[src/rtl/ev20_pkg.sv]
`default_nettype none
// ============================================================================
// Module      : ev20_pkg
// Description : Shared definitions for the EV-20 instruction sequencer:
//               opcodes, FSM state encoding and instruction field positions.
// Revision    : 1.0 - initial release
// ============================================================================
package ev20_pkg;

  // Opcodes held in instruction bits [31:28]; 8..15 are undefined
  localparam logic [3:0] OP_NOP  = 4'd0;
  localparam logic [3:0] OP_ALU  = 4'd1;
  localparam logic [3:0] OP_LDI  = 4'd2;
  localparam logic [3:0] OP_LD   = 4'd3;
  localparam logic [3:0] OP_ST   = 4'd4;
  localparam logic [3:0] OP_JMP  = 4'd5;
  localparam logic [3:0] OP_JC   = 4'd6;
  localparam logic [3:0] OP_HALT = 4'd7;

  // Sequencer states
  typedef enum logic [2:0] {
    ST_FETCH = 3'd0,
    ST_LATCH = 3'd1,
    ST_EXEC  = 3'd2,
    ST_MEM   = 3'd3,
    ST_HALT  = 3'd4
  } state_t;

  // Instruction field positions
  localparam int c_opc_hi  = 31;
  localparam int c_opc_lo  = 28;
  localparam int c_aluc_hi = 27;
  localparam int c_aluc_lo = 24;
  localparam int c_rc_hi   = 23;
  localparam int c_rc_lo   = 18;
  localparam int c_ra_hi   = 17;
  localparam int c_ra_lo   = 12;
  localparam int c_uc_bit  = 8;
  localparam int c_shf_hi  = 7;
  localparam int c_shf_lo  = 6;
  localparam int c_rb_hi   = 5;
  localparam int c_rb_lo   = 0;
  localparam int c_k_hi    = 15;
  localparam int c_k_lo    = 0;
  localparam int c_addr_hi = 9;
  localparam int c_addr_lo = 0;

  // Undefined opcodes are exactly those with the top bit set
  function automatic logic op_is_illegal(input logic [3:0] opc);
    return opc[3];
  endfunction

endpackage
`default_nettype wire

[src/rtl/ev20_decode.sv]
`default_nettype none
// ============================================================================
// Module      : ev20_decode
// Description : Combinational decode of instruction register and sequencer
//               state into the datapath control word.
// Revision    : 1.0 - initial release
// ============================================================================
module ev20_decode
  import ev20_pkg::*;
#(
  parameter int PA_W = 10,
  parameter int DA_W = 10,
  parameter int RS_W = 6
) (
  input  logic [31:0]     i_ir,
  input  state_t          i_state,
  input  logic [PA_W-1:0] i_pc,
  input  logic            i_cf,
  output logic [PA_W-1:0] o_paddr,
  output logic            o_prd,
  output logic [RS_W-1:0] o_sel_a,
  output logic [RS_W-1:0] o_sel_b,
  output logic [RS_W-1:0] o_sel_c,
  output logic [3:0]      o_aluc,
  output logic [1:0]      o_shf,
  output logic            o_kmx_sel,
  output logic [15:0]     o_kmx,
  output logic [DA_W-1:0] o_daddr,
  output logic            o_rd,
  output logic            o_wr,
  output logic            o_cy_in,
  output logic            o_halted
);

  logic [3:0]      w_opc;
  logic [RS_W-1:0] w_ra;
  logic [RS_W-1:0] w_rb;
  logic [RS_W-1:0] w_rc;
  logic [DA_W-1:0] w_addr;

  assign w_opc  = i_ir[c_opc_hi:c_opc_lo];
  assign w_ra   = RS_W'(i_ir[c_ra_hi:c_ra_lo]);
  assign w_rb   = RS_W'(i_ir[c_rb_hi:c_rb_lo]);
  assign w_rc   = RS_W'(i_ir[c_rc_hi:c_rc_lo]);
  assign w_addr = DA_W'(i_ir[c_addr_hi:c_addr_lo]);

  // Everything defaults to zero so that a zero register select means no write
  always_comb begin
    o_paddr   = '0;
    o_prd     = 1'b0;
    o_sel_a   = '0;
    o_sel_b   = '0;
    o_sel_c   = '0;
    o_aluc    = '0;
    o_shf     = '0;
    o_kmx_sel = 1'b0;
    o_kmx     = '0;
    o_daddr   = '0;
    o_rd      = 1'b0;
    o_wr      = 1'b0;
    o_cy_in   = 1'b0;
    o_halted  = 1'b0;
    case (i_state)
      ST_FETCH: begin
        o_paddr = i_pc;
        o_prd   = 1'b1;
      end
      ST_EXEC: begin
        case (w_opc)
          OP_ALU: begin
            o_sel_a = w_ra;
            o_sel_b = w_rb;
            o_sel_c = w_rc;
            o_aluc  = i_ir[c_aluc_hi:c_aluc_lo];
            o_shf   = i_ir[c_shf_hi:c_shf_lo];
            o_cy_in = i_ir[c_uc_bit] & i_cf;
          end
          OP_LDI: begin
            o_kmx_sel = 1'b1;
            o_kmx     = i_ir[c_k_hi:c_k_lo];
            o_sel_c   = w_rc;
          end
          OP_LD: begin
            o_daddr = w_addr;
            o_rd    = 1'b1;
          end
          OP_ST: begin
            o_daddr = w_addr;
            o_sel_a = w_ra;
            o_wr    = 1'b1;
          end
          default: ;
        endcase
      end
      ST_MEM: begin
        // Second load cycle: hold the read and write the data back
        o_daddr = w_addr;
        o_rd    = 1'b1;
        o_sel_c = w_rc;
      end
      ST_HALT: o_halted = 1'b1;
      default: ;
    endcase
  end

endmodule
`default_nettype wire

[src/rtl/ev20_ctrl_seq.sv]
`default_nettype none
// ============================================================================
// Module      : ev20_ctrl_seq
// Description : EV-20 instruction fetch/decode/sequence unit. Owns the FSM,
//               program counter, instruction register, carry flag and the
//               sticky illegal-opcode flag.
// Revision    : 1.0 - initial release
// ============================================================================
module ev20_ctrl_seq
  import ev20_pkg::*;
#(
  parameter int PA_W = 10,
  parameter int DA_W = 10,
  parameter int RS_W = 6
) (
  input  logic            CLK,
  input  logic            RST_N,
  output logic [PA_W-1:0] PAddr,
  output logic            PRd,
  input  logic [31:0]     PData,
  output logic [RS_W-1:0] SEL_A_RB,
  output logic [RS_W-1:0] SEL_B_RB,
  output logic [RS_W-1:0] C_SEL_RB,
  output logic [3:0]      ALUC_IN,
  output logic [1:0]      Shifter_Sel,
  output logic            Y_X_Kmx_Sel,
  output logic [15:0]     Y_KMx_IN,
  output logic [DA_W-1:0] DAddr,
  output logic            Rd,
  output logic            Wr,
  output logic            CY_IN,
  input  logic            CY_OUT,
  output logic            HALTED,
  output logic            ILLEGAL
);

  state_t          r_state;
  logic [PA_W-1:0] r_pc;
  logic [31:0]     r_ir;
  logic            r_cf;
  logic            r_illegal;

  logic [3:0]      w_opc;
  logic [PA_W-1:0] w_jmp_tgt;
  logic            w_prd;

  assign w_opc     = r_ir[c_opc_hi:c_opc_lo];
  assign w_jmp_tgt = PA_W'(r_ir[c_addr_hi:c_addr_lo]);

  // Sequencer: fetch, latch IR and bump PC, execute, optional load cycle
  always_ff @(posedge CLK or negedge RST_N) begin
    if (!RST_N) begin
      r_state   <= ST_FETCH;
      r_pc      <= '0;
      r_ir      <= '0;
      r_cf      <= 1'b0;
      r_illegal <= 1'b0;
    end else begin
      case (r_state)
        ST_FETCH: r_state <= ST_LATCH;
        ST_LATCH: begin
          r_ir    <= PData;
          r_pc    <= r_pc + PA_W'(1);
          r_state <= ST_EXEC;
        end
        ST_EXEC: begin
          r_state <= ST_FETCH;
          if (op_is_illegal(w_opc)) begin
            r_illegal <= 1'b1;
          end else begin
            case (w_opc)
              OP_ALU:  r_cf    <= CY_OUT;
              OP_LD:   r_state <= ST_MEM;
              // PC already points past this instruction; a taken jump overrides it
              OP_JMP:  r_pc    <= w_jmp_tgt;
              OP_JC:   if (r_cf) r_pc <= w_jmp_tgt;
              OP_HALT: r_state <= ST_HALT;
              default: ;
            endcase
          end
        end
        ST_MEM:  r_state <= ST_FETCH;
        ST_HALT: r_state <= ST_HALT;
        default: r_state <= ST_FETCH;
      endcase
    end
  end

  ev20_decode #(
    .PA_W (PA_W),
    .DA_W (DA_W),
    .RS_W (RS_W)
  ) u_decode (
    .i_ir      (r_ir),
    .i_state   (r_state),
    .i_pc      (r_pc),
    .i_cf      (r_cf),
    .o_paddr   (PAddr),
    .o_prd     (w_prd),
    .o_sel_a   (SEL_A_RB),
    .o_sel_b   (SEL_B_RB),
    .o_sel_c   (C_SEL_RB),
    .o_aluc    (ALUC_IN),
    .o_shf     (Shifter_Sel),
    .o_kmx_sel (Y_X_Kmx_Sel),
    .o_kmx     (Y_KMx_IN),
    .o_daddr   (DAddr),
    .o_rd      (Rd),
    .o_wr      (Wr),
    .o_cy_in   (CY_IN),
    .o_halted  (HALTED)
  );

  // The reset state is FETCH, so the ROM strobe is masked while reset is held
  assign PRd     = w_prd & RST_N;
  assign ILLEGAL = r_illegal;

endmodule
`default_nettype wire

[config.mk]
export PLATFORM = sky130hd
export DESIGN_NAME = ev20_ctrl_seq
export DESIGN_NICKNAME = d
export VERILOG_FILES = /design/src/rtl/ev20_pkg.sv /design/src/rtl/ev20_decode.sv /design/src/rtl/ev20_ctrl_seq.sv
export SDC_FILE = /design/constraint.sdc
export NUM_CORES = 1
export LEC_CHECK = 0
export ABC_CLOCK_PERIOD_IN_PS = 3600
export CAP_MARGIN = 5
export CORE_MARGIN = 2
export CORE_UTILIZATION = 45
export CTS_BUF_LIST = sky130_fd_sc_hd__clkbuf_8
export DETAILED_ROUTE_END_ITERATION = 10
export PLACE_DENSITY = 0.9
export SLEW_MARGIN = 25
export SYNTH_ARGS = -nofsm -noshare
export SYNTH_HDL_FRONTEND = slang
export SYNTH_SLANG_ARGS = --single-unit
[constraint.sdc]
create_clock -name CLK -period 3.6 [get_ports CLK]
set_input_delay 0.72 -clock CLK [delete_from_list [all_inputs] [get_ports CLK]]
set_output_delay 0.72 -clock CLK [all_outputs]
set_load 0.1 [all_outputs]
After elaboration in Yosys (flattened, before gate mapping)
Index checks and enable logic that the tools add are counted.
{ "classes": {"add_sub_neg": 1, "n_eq_ne": 14, "n_mux": 32, "n_bitwise": 3, "n_reduce_logical": 8} }
{ "ops": {"columns": ["op", "count"], "rows": [
  ["10-bit case mux with 2 select lines", 3],
  ["10-bit 2-to-1 mux", 4],
  ["16-bit 2-to-1 mux", 2],
  ["6-bit 2-to-1 mux", 5],
  ["4-bit by 3-bit equality test with 1-bit output, second input constant", 4],
  ["3-bit case mux with 4 select lines", 1],
  ["6-bit case mux with 2 select lines", 1],
  ["10-bit by 1-bit adder with 10-bit output, second input constant", 1],
  ["1-bit 2-to-1 mux", 9],
  ["4-bit by 2-bit equality test with 1-bit output, second input constant", 2],
  ["4-bit 2-to-1 mux", 2],
  ["3-bit by 2-bit equality test with 1-bit output, second input constant", 2],
  ["3-bit inequality test, second input constant", 2],
  ["3-bit case mux with 2 select lines", 1],
  ["2-bit OR reduction", 3],
  ["4-bit by 1-bit equality test with 1-bit output, second input constant", 1],
  ["2-bit 2-to-1 mux", 2],
  ["4-bit AND reduction", 1],
  ["3-bit by 1-bit equality test with 1-bit output, second input constant", 1],
  ["3-bit equality test, second input constant", 1],
  ["3-bit logical NOT", 1],
  ["3-bit 2-to-1 mux", 1],
  ["3-bit AND reduction", 1],
  ["1-bit bitwise AND", 2],
  ["5 further kinds", 5]
]} }
{ "word_totals": {"reg_bits": 47, "out_inout_bits": 67, "wordCells": 63} }

Depth between registers and ports, before layout
{ "logic_depth": {"depth_word": 4, "depth_mapped": 7, "mapped_depth_nobuf": 5} }

Modules after synthesis
From an unflattened synthesis, not the netlist that was laid out.
{ "hier_totals": {"cells_unflattened": 351, "area_unflattened_um2": 2869.0} }
{ "modules_own_cells": {"columns": ["module", "instances", "cells_per_inst", "area_each_um2"], "rows": [
  ["ev20_ctrl_seq", 1, 231, 2078.2],
  ["ev20_decode", 1, 120, 790.8]
]} }

Worst setup path after synthesis
Ideal clock, no wire load.
{ "synth_timing": {"path_kind": "reg2out", "start": "register r_state[0]", "end": "output HALTED", "arrival_time_ps": 2779, "required_ps": 2880, "slack_ps": 101, "stages_incl_launch_ff": 3, "n_path_buf": 1, "path_cell_list": "dfrtp_1 > buf_6 > nor3b_1"} }
{ "synth_between": {"elab_chain_len": 2} }
{ "synth_lines": {"columns": ["item", "line_no", "rtl"], "rows": [
  ["start, declared", "ev20_ctrl_seq.sv:37", "state_t r_state;"],
  ["start signal, assigned", "ev20_ctrl_seq.sv:53", "r_state <= ST_FETCH;"],
  ["start signal, assigned", "ev20_ctrl_seq.sv:60", "ST_FETCH: r_state <= ST_LATCH;"],
  ["start signal, assigned", "ev20_ctrl_seq.sv:64", "r_state <= ST_EXEC;"],
  ["3-bit equality test", "ev20_decode.sv:63", "case (i_state)"],
  ["1-bit 2-to-1 mux", "ev20_decode.sv:63", null],
  ["end, declared", "ev20_ctrl_seq.sv:33", "output logic HALTED,"]
]} }
No other way between the ends.

Worst setup path after layout
{ "layout_timing": {"start": "register r_state[0]", "end": "output CY_IN"} }
{ "layout_between": {"elab_chain_len": 2} }
{ "layout_lines": {"columns": ["item", "line_no", "rtl"], "rows": [
  ["3-bit by 2-bit equality test with 1-bit output", "ev20_decode.sv:63", null],
  ["1-bit 2-to-1 mux", "ev20_decode.sv:63", null],
  ["end, declared", "ev20_ctrl_seq.sv:31", "output logic CY_IN,"]
]} }
No other way between the ends.

==> run metrics <==
status=completed; Layout Nets=385; Final Hold Viols=0; share of layout cells above drive strength 1=0.3657; Rel. slew slack=0.3577; Die ar.=6662 µm²; post-synthesis sequential area ratio=0.4338; post-synth top area share=0.4338; H-Tree Level Count=2; P per Cell Area=990.6 nW/µm²; first-pass GRT wire length=11.74 mm; final setup margin=0.3428 ns; die height=81.62 µm; Sink Count=47; Synth cell types=47; starting density of the core=0.4607; core occupancy in the finished layout=0.7007; DRT iter0 DRCs=272; FP Rows=28; Post-Place Worst Slack=0.6546 ns; CTS resizes=0; r2r setup slk=1.23 ns; final setup violation count=0; Final Slew Violations=0; net switching power=0.002257 W; GRT Overall Usage=0.2308; pin count of the biggest net entering global routing=48; cell taking the most area after synthesis=dfrtp_1; Max Cap Viol=0; Tmin final=3.257 ns; Clock power frac=0.087; vias post-DR=2361; DRT Pass-1 Iters=4; crit path max fanout=14; Clock Path Buffers=2; combinational share of power=0.637; CTS tree=done; clk slew on worst S/H paths=0.09 ns; commonest non-fill, non-tap cell in the layout=and2_1; fmax=307.0 MHz; IO buf count=101; vias per inst=5.555; antenna-violating nets left=0; Min-Delay Endpoint=ILLEGAL; Power, Total=0.004085 W; syn nets=288; R2R Path Start=r_state[0]; Post-Synthesis Cells=252; path depth of the worst reg2reg path=4; Post-DP HPWL=5.395 mm; Worst Max-Slew Pin Slew=0.9604 ns; share of flip-flops with an asynchronous set or reset=1.000; crit path kind=register to primary output; Synth-to-Final Area Change=52.10%; register share of total power=0.276; Final GP Congestion=0.8979; critical path arrival=2.54 ns; RSZ-0062 raised after global routing=false; CP Data Required Time=2.88 ns; post-CTS setup buffers=0; vias in the first global route=2346; cts bufs inserted=5; # IOs=102; register bit total from synthesis=47; Internal=0.001829 W; ys flop type=dfrtp_1; ranking of synthesized cells by area=dfrtp_1 (43%), and2_1 (14%), mux2_2 (14%); leakage power=1.725 nW; Min-Delay Startpoint=ILLEGAL; hold depth=1; Syn Std Cell Area=2711 µm²; TNS Setup=0 ns; commonest non-fill, non-tap cells in the layout=and2_1 (62), dfrtp_1 (47), buf_4 (38); Clock Skews=0.006219 ns; r2r endpoint=r_pc[1]; Post-synth EDFFs=0; wire length per cell=17.23 µm; crit path capture type=primary output; synthesis warning total=0; worst skew pair latency=0.29 ns; # DRC=0; grt total ovfl=0; diode count=0; period utilization=0.9048; syn_area_per_cell=10.76 µm²; wirelength, routed=7.321 mm; startpoint types=register; Min Hold Slack=0.4889 ns; sw frac=0.5524; worst vdd ir=0.6846 mV; Root Buffer=clkbuf_8; Die Span X=81.62 µm; Hold WC Path Type=register to register; initial antenna violation count=0; total core area=5886 µm²; cts hold-fix bufs=0
==> layer usage <==
metal,share of wire,global-route usage,vias up,wire length (µm)
li1,-,-,1081,-
met1,0.40,0.2851,1153,2895
met2,0.51,0.3910,112,3734
met3,0.076,0.06154,15,556
met4,0.018,0.08000,0,135
met5,0,0,-,0
==> worst max-delay path, cell delays in order (launching register included) <==
cell and delay [ns]:
dfrtp_1 0.53, nor3b_2 0.21, buf_4 0.19, nand2_1 0.13, nor3b_2 0.68, and3_1 0.31, buf_12 0.19
==> registers in the layout, indices dropped and copies added (netlist names) <==
name	cells
ILLEGAL	1
r_cf	1
r_ir	32
r_pc	10
r_state	3
==> cell usage after synthesis (4+ instances only) <==
library cell / number
and2_1: 62
dfrtp_1: 47
mux2_2: 33
nand2_1: 11
buf_2: 9
nor3_1: 9
a2bb2oi_1: 8
nor2_1: 8
nand3_1: 5
o22ai_1: 5
a31oi_1: 4
o21ai_0: 4
==> power by group through the flow <==
stage	Combinational, W	Clock [W]	Sequential, W
final	0.00260	0.000354	0.00113
after global routing	0.00274	0.000380	0.00117
after CTS	0.00261	0.000359	0.00112
after detailed placement	0.00260	0	0.00113
after global placement	0.00256	0	0.00110
after floorplan	0.00217	0	0.000964
==> layout make-up <==
type,count,area (µm²)
inverter,1,3.754
tap,75,93.84
clock buffer,7,96.34
fill,424,1762
clock inverter,1,7.507
multi-input combinational,188,1455
sequential,47,1176
timing repair buffer,106,1291
==> worst max-delay path by stage <==
stage               start     end  slack, ns  cells past startpoint
2_1_floorplan  r_state[0]  HALTED       0.10                      2
3_3_place_gp   r_state[2]   CY_IN       0.71                      6
3_5_place_dp   r_state[0]   CY_IN       0.65                      6
4_1_cts        r_state[0]   CY_IN       0.32                      6
5_1_grt        r_state[0]   CY_IN       0.18                      6
6_report       r_state[0]   CY_IN       0.34                      6
==> per-stage QoR <==
step,instances,area (µm²)
after floorplan,252,2711
after global placement,417,4020
final,425,4124
after global routing,425,4124
after CTS,425,4124
after detailed placement,417,4020
==> cell families (layout without fill, tap and decap cells) <==
group,Yosys count,in the layout,share of synthesized area
and+or+nand+nor,116,116,0.2732
DFF,47,47,0.4338
AOI/OAI and AO/OA,35,35,0.1075
muxes,34,34,0.1426
buffers and inverters,17,115,0.03184
xor gates and xnor gates,2,2,0.006462
adders and majority gates,1,1,0.004614
(Power assumes the default switching activity.)
